File: src/rtl/twiddle_addr_gen_unit_pkg.sv
// Shared FFT definitions: twiddle table parameters, address-generator FSM
// encoding and the stage-counter width helper.
package twiddle_addr_gen_unit_pkg;

    localparam int unsigned TABLE_DIVISION = 2;
    localparam int unsigned AWL_MIN        = 2;
    localparam int unsigned AWL_MAX        = 12;

    typedef enum logic {
        ST_IDLE = 1'b0,
        ST_RUN  = 1'b1
    } fsm_state_e;

    // Bits needed to hold a stage index 0..awl-1.
    function automatic int unsigned stage_width(input int unsigned awl);
        return (awl < 2) ? 1 : $clog2(awl);
    endfunction

endpackage

File: src/rtl/fft_bit_insert.sv
// Inserts a zero bit into val_i at position pos_i, shifting the upper bits up by one.
module fft_bit_insert #(
    parameter int unsigned AW = 4,
    parameter int unsigned SW = 2
) (
    input  logic [AW-2:0] val_i,
    input  logic [SW-1:0] pos_i,
    output logic [AW-1:0] ins_c_o
);

    logic [AW-1:0] val_ext;
    logic [AW-1:0] low_mask;

    always_comb begin
        val_ext  = AW'(val_i);
        low_mask = (AW'(1) << pos_i) - AW'(1);
        ins_c_o  = ((val_ext & ~low_mask) << 1) | (val_ext & low_mask);
    end

endmodule

File: src/rtl/twiddle_addr_gen_unit.sv
// Radix-2 DIT address sequencer: walks every butterfly of every stage and
// presents registered data-RAM operand addresses plus the twiddle table index.
module twiddle_addr_gen_unit
    import twiddle_addr_gen_unit_pkg::*;
#(
    parameter int unsigned AWL = 4,
    parameter int unsigned TWL = AWL - 1
) (
    input  logic                        i_CLK,
    input  logic                        i_RST_N,
    input  logic                        i_START,
    input  logic                        i_READY,
    output logic                        o_VALID,
    output logic [AWL-1:0]              o_ADDR_A,
    output logic [AWL-1:0]              o_ADDR_B,
    output logic [TWL-1:0]              o_TW_ADDR,
    output logic [stage_width(AWL)-1:0] o_STAGE,
    output logic                        o_BUSY,
    output logic                        o_DONE
);

    localparam int unsigned KW = AWL - 1;
    localparam int unsigned SW = stage_width(AWL);
    localparam logic [KW-1:0] K_LAST = {KW{1'b1}};
    localparam logic [SW-1:0] S_LAST = SW'(AWL - 1);

    fsm_state_e     state_q, state_d;
    logic [SW-1:0]  s_q, s_d;
    logic [KW-1:0]  k_q, k_d;
    logic           valid_q, valid_d;
    logic           busy_q, busy_d;
    logic           done_q, done_d;
    logic [AWL-1:0] addr_a_q, addr_a_d;
    logic [AWL-1:0] addr_b_q, addr_b_d;
    logic [TWL-1:0] tw_q, tw_d;

    logic [AWL-1:0] ins_addr_c;
    logic [KW-1:0]  j_mask;
    logic [KW-1:0]  j_val;
    logic [SW-1:0]  tw_shift;

    // Sequencing: one butterfly per accepted set, stages back to back.
    always_comb begin
        state_d = state_q;
        s_d     = s_q;
        k_d     = k_q;
        valid_d = valid_q;
        busy_d  = busy_q;
        done_d  = 1'b0;

        case (state_q)
            ST_IDLE: begin
                if (i_START) begin
                    state_d = ST_RUN;
                    s_d     = '0;
                    k_d     = '0;
                    valid_d = 1'b1;
                    busy_d  = 1'b1;
                end
            end
            ST_RUN: begin
                if (valid_q && i_READY) begin
                    if (k_q == K_LAST) begin
                        k_d = '0;
                        if (s_q == S_LAST) begin
                            state_d = ST_IDLE;
                            s_d     = '0;
                            valid_d = 1'b0;
                            busy_d  = 1'b0;
                            done_d  = 1'b1;
                        end else begin
                            s_d = s_q + SW'(1);
                        end
                    end else begin
                        k_d = k_q + KW'(1);
                    end
                end
            end
            default: begin
                state_d = ST_IDLE;
            end
        endcase
    end

    fft_bit_insert #(
        .AW (AWL),
        .SW (SW)
    ) u_bit_insert (
        .val_i   (k_d),
        .pos_i   (s_d),
        .ins_c_o (ins_addr_c)
    );

    // Address set for the next cycle; zero whenever no set will be presented.
    always_comb begin
        j_mask   = (KW'(1) << s_d) - KW'(1);
        j_val    = k_d & j_mask;
        tw_shift = S_LAST - s_d;
        addr_a_d = '0;
        addr_b_d = '0;
        tw_d     = '0;
        if (valid_d) begin
            addr_a_d = ins_addr_c;
            addr_b_d = ins_addr_c + (AWL'(1) << s_d);
            tw_d     = TWL'(j_val << tw_shift);
        end
    end

    always_ff @(posedge i_CLK or negedge i_RST_N) begin
        if (!i_RST_N) begin
            state_q  <= ST_IDLE;
            s_q      <= '0;
            k_q      <= '0;
            valid_q  <= 1'b0;
            busy_q   <= 1'b0;
            done_q   <= 1'b0;
            addr_a_q <= '0;
            addr_b_q <= '0;
            tw_q     <= '0;
        end else begin
            state_q  <= state_d;
            s_q      <= s_d;
            k_q      <= k_d;
            valid_q  <= valid_d;
            busy_q   <= busy_d;
            done_q   <= done_d;
            addr_a_q <= addr_a_d;
            addr_b_q <= addr_b_d;
            tw_q     <= tw_d;
        end
    end

    assign o_VALID   = valid_q;
    assign o_ADDR_A  = addr_a_q;
    assign o_ADDR_B  = addr_b_q;
    assign o_TW_ADDR = tw_q;
    assign o_STAGE   = s_q;
    assign o_BUSY    = busy_q;
    assign o_DONE    = done_q;

endmodule
File: config.mk
export PLATFORM = sky130hd
export DESIGN_NAME = twiddle_addr_gen_unit
export DESIGN_NICKNAME = d
export VERILOG_FILES = /design/src/rtl/twiddle_addr_gen_unit_pkg.sv /design/src/rtl/fft_bit_insert.sv /design/src/rtl/twiddle_addr_gen_unit.sv
export SDC_FILE = /design/constraint.sdc
export NUM_CORES = 1
export LEC_CHECK = 0
export ABC_AREA = 1
export CORE_MARGIN = 1.5
export CORE_UTILIZATION = 45
export DETAILED_ROUTE_END_ITERATION = 6
export DONT_BUFFER_PORTS = 1
export GPL_TIMING_DRIVEN = 0
export SLEW_MARGIN = 20
export SYNTH_ARGS = -nofsm -noshare
export SYNTH_HDL_FRONTEND = slang
export SYNTH_SLANG_ARGS = --single-unit
File: constraint.sdc
create_clock -name i_CLK -period 3.8 [get_ports i_CLK]
set_input_delay 0.76 -clock i_CLK [delete_from_list [all_inputs] [get_ports i_CLK]]
set_output_delay 0.76 -clock i_CLK [all_outputs]
set_load 0.005 [all_outputs]
==> flow_metrics.py <==
metrics = {
    "floorplanning": {
        "core_sq_mm": 0.00204,
        "die_x_um": 50.5,
        "start_util": 0.496,
        "dieArea_sq_mm": 0.00255,
        "chipHeight_um": 50.5,
        "ios": 20,
        "rows": 16,
    },
    "sta": {
        "hold_viol": 0,
        "layout_worst_path_cycle_share": 0.624,
        "finalCriticalPeriod_ns": 2.37,
        "fin_tns_setup_ns": 0,
        "rsz0062_at_grt": "false",
        "setup_viol": 0,
        "fin_hold_ws_ns": 0.145,
        "drv_slew": 0,
        "relSlewSlack": 0.640,
        "fmax_mhz": 422,
        "worstMarginPinSlew_ns": 0.535,
        "skew_ns": 0.00146,
    },
    "yosys": {
        "yosys.area.top_type_share": 0.494,
        "syn_nets": 121,
        "yosysTopAreaCell": "dfrtp_1",
        "synth_area_sq_mm": 0.00101,
        "synth_seq_cells": 20,
        "synth_edf_count": 0,
        "yosysSeqAreaShare": 0.494,
        "ys_top_cells_by_count": "27 x nand2_1, 20 x dfrtp_1, 12 x nor2_1",
        "synth_cell_type_count": 20,
        "synth_warnings": 0,
        "async_reset_ff_frac": 1.00,
        "synth.top_cells.by_area": "dfrtp_1 49%, nand2_1 10%, ha_1 6.2%, nand3_1 4.4%, nor2_1 4.4%",
        "synth_ff_type": "dfrtp_1",
        "synthesis.instances": 111,
        "avgSynthCellArea_sq_um": 9.13,
        "synth.most_common_cell": "nand2_1",
    },
    "critical_path": {
        "cpPeakStageDelay_ns": 0.40,
        "critical_path_class": "register to register",
        "critPathRequiredTime_ns": 4.03,
        "cp-end-kind": "register",
        "critPathMaxFanout": 7,
        "r2r_slack_ns": 1.43,
        "crit_path_cell_trace": "ha_1 > ha_1 > inv_2 > nor2_1 > nand2_1 > nand3_1 > nand2_4 > nor2_2 > nand2_1 > nand2_2 > inv_2 > fa_1 > xor2_1 > nor2_1",
        "crit_arrival_ns": 2.60,
        "slowest_stage": "dfrtp_1",
        "cp-start-kind": "register",
    },
    "power": {
        "powerDensity_mw_per_mm2": 705,
        "ir_drop_mv": 0.331,
        "total_leakage_power_nw": 0.561,
    },
    "grt": {
        "grt_pass1_wl_um": 3130,
        "grt_max_degree": 21,
        "grt_pass1_vias": 698,
        "antenna_found_initial": 0,
        "overflow": 0,
        "track_usage": 0.166,
    },
    "drt": {
        "drc": 0,
        "vias": 717,
        "antenna_left": 0,
        "drt_iter0_markers": 41,
        "wl_per_cell_um": 12.6,
        "routed_wl_um": 1780,
        "via_per_inst": 5.05,
        "drt_pass1_iterations": 4,
    },
    "clock_network": {
        "cts_setup_buffers": 0,
        "cts_buffers": 3,
        "clock_latency_ns": 0.29,
        "cts.reportedPaths.clkPinSlew_ns": 0.11,
        "cts_buffer_depth": 2,
        "cts_tree": "done",
        "htree_levels": 1,
        "cts_sinks": 20,
        "cts_resized": 0,
        "root_buffer": "clkbuf_4",
        "hold_buffers": 0,
    },
    "place": {
        "dp_hpwl_um": 1400,
        "dp.cells": 138,
        "gp_congestion": 0.763,
        "io_buffers": 0,
    },
    "cells_and_area": {
        "multiInputGateArea_sq_um": 468,
        "layout.nets": 126,
        "drive_gt1_frac": 0.200,
        "instances_no_fill": 142,
        "seq_area_sq_um": 500,
        "area_growth_pct": 6.91,
        "diodes": 0,
        "fill_cells": 194,
    },
    "flow_run": {
        "drv_cap": 0,
    },
    "hold_path": {
        "hp-class": "primary input to async pin",
    },
    "status": {
        "status": "finished, final reports clean",
    },
}
## worst max-delay path: cells and delay by family (launching register included)
| family | cells | cell delay [ns] |
|---|---|---|
| buffers and inverters | 2 | 0.14 |
| AND/OR/NAND/NOR | 8 | 0.79 |
| XOR/XNOR | 1 | 0.17 |
| adder cells (fa/ha/maj) | 3 | 0.82 |
| flip-flops | 1 | 0.40 |
## cell type report
class	count	share of cell area
Tap cell	27	0.0312
Clock buffer	4	0.0335
Sequential cell	20	0.462
Multi-Input combinational cell	79	0.432
Inverter	12	0.0416
## flip-flops by register name, indices dropped and copies added (netlist names)
| name | count |
|---|---|
| o_STAGE | 2 |
| o_TW_ADDR | 3 |
| o_VALID | 1 |
| o_ADDR_B | 4 |
| o_BUSY | 1 |
| o_DONE | 1 |
| state_q | 1 |
| k_q | 3 |
| o_ADDR_A | 4 |
## logic make-up (layout without fill, tap and decap cells)
logic type,after synthesis,in the layout,synth area share
AND/OR/NAND/NOR,64,64,0.320
flip-flops,20,20,0.494
buffers and inverters,12,16,0.0445
AO/OA/AOI/OAI,7,7,0.0482
adder cells (fa/ha/maj),6,6,0.0815
other,1,1,0.00370
XOR/XNOR,1,1,0.00864
## cell usage in the layout, fill, tap and decap left out, types with 2 or more instances in the layout
cell type and count:
nand2_2 3, clkbuf_4 3, nor2_4 2, nor2_1 12, inv_1 7, ha_1 5
inv_2 5, nand4_1 2, nor2_2 3, nand2_1 27, nand2_4 3, a21oi_1 5
nand3_1 9, nand3_2 2, dfrtp_1 20
## report_power, final
group | internal [mW] | total (mW) | switching [mW]
Clock | 0.0583 | 0.121 | 0.0623
Sequential | 0.275 | 0.317 | 0.0428
Combinational | 0.113 | 0.326 | 0.213
## layer usage
metal	global-route usage	part of all wire
met3	0.0446	0.077
met1	0.235	0.47
met4	0.0766	0.0056
met5	0	0
met2	0.235	0.45
## stage by stage
| step | utilization | setup WS, ns | instance area (sq um) | power [mW] |
|---|---|---|---|---|
| floorplan | - | 1.63 | 1010 | 0.581 |
| global placement | 0.513 | 1.50 | 1050 | 0.639 |
| detailed placement | 0.513 | 1.47 | 1050 | 0.647 |
| CTS | 0.531 | 1.44 | 1080 | 0.772 |
| global route | 0.531 | 1.22 | 1080 | 0.837 |
| finish | 0.531 | 1.43 | 1080 | 0.764 |
## final timing paths
path	startpoint	endpoint	cells past startpoint
setup reg to reg	k_q[0]$_DFF_PN0_	o_ADDR_B[2]$_DFF_PN0_	14
min in group i_CLK	o_BUSY$_DFFE_PN0P_	o_BUSY$_DFFE_PN0P_	2
hold reg to reg	o_BUSY$_DFFE_PN0P_	o_BUSY$_DFFE_PN0P_	2
max in group asynchronous	i_RST_N	o_TW_ADDR[1]$_DFF_PN0_	0
setup / recovery	k_q[0]$_DFF_PN0_	o_ADDR_B[2]$_DFF_PN0_	14
hold / removal	i_RST_N	o_ADDR_B[0]$_DFF_PN0_	0
Power figures use the tool's default switching activity.
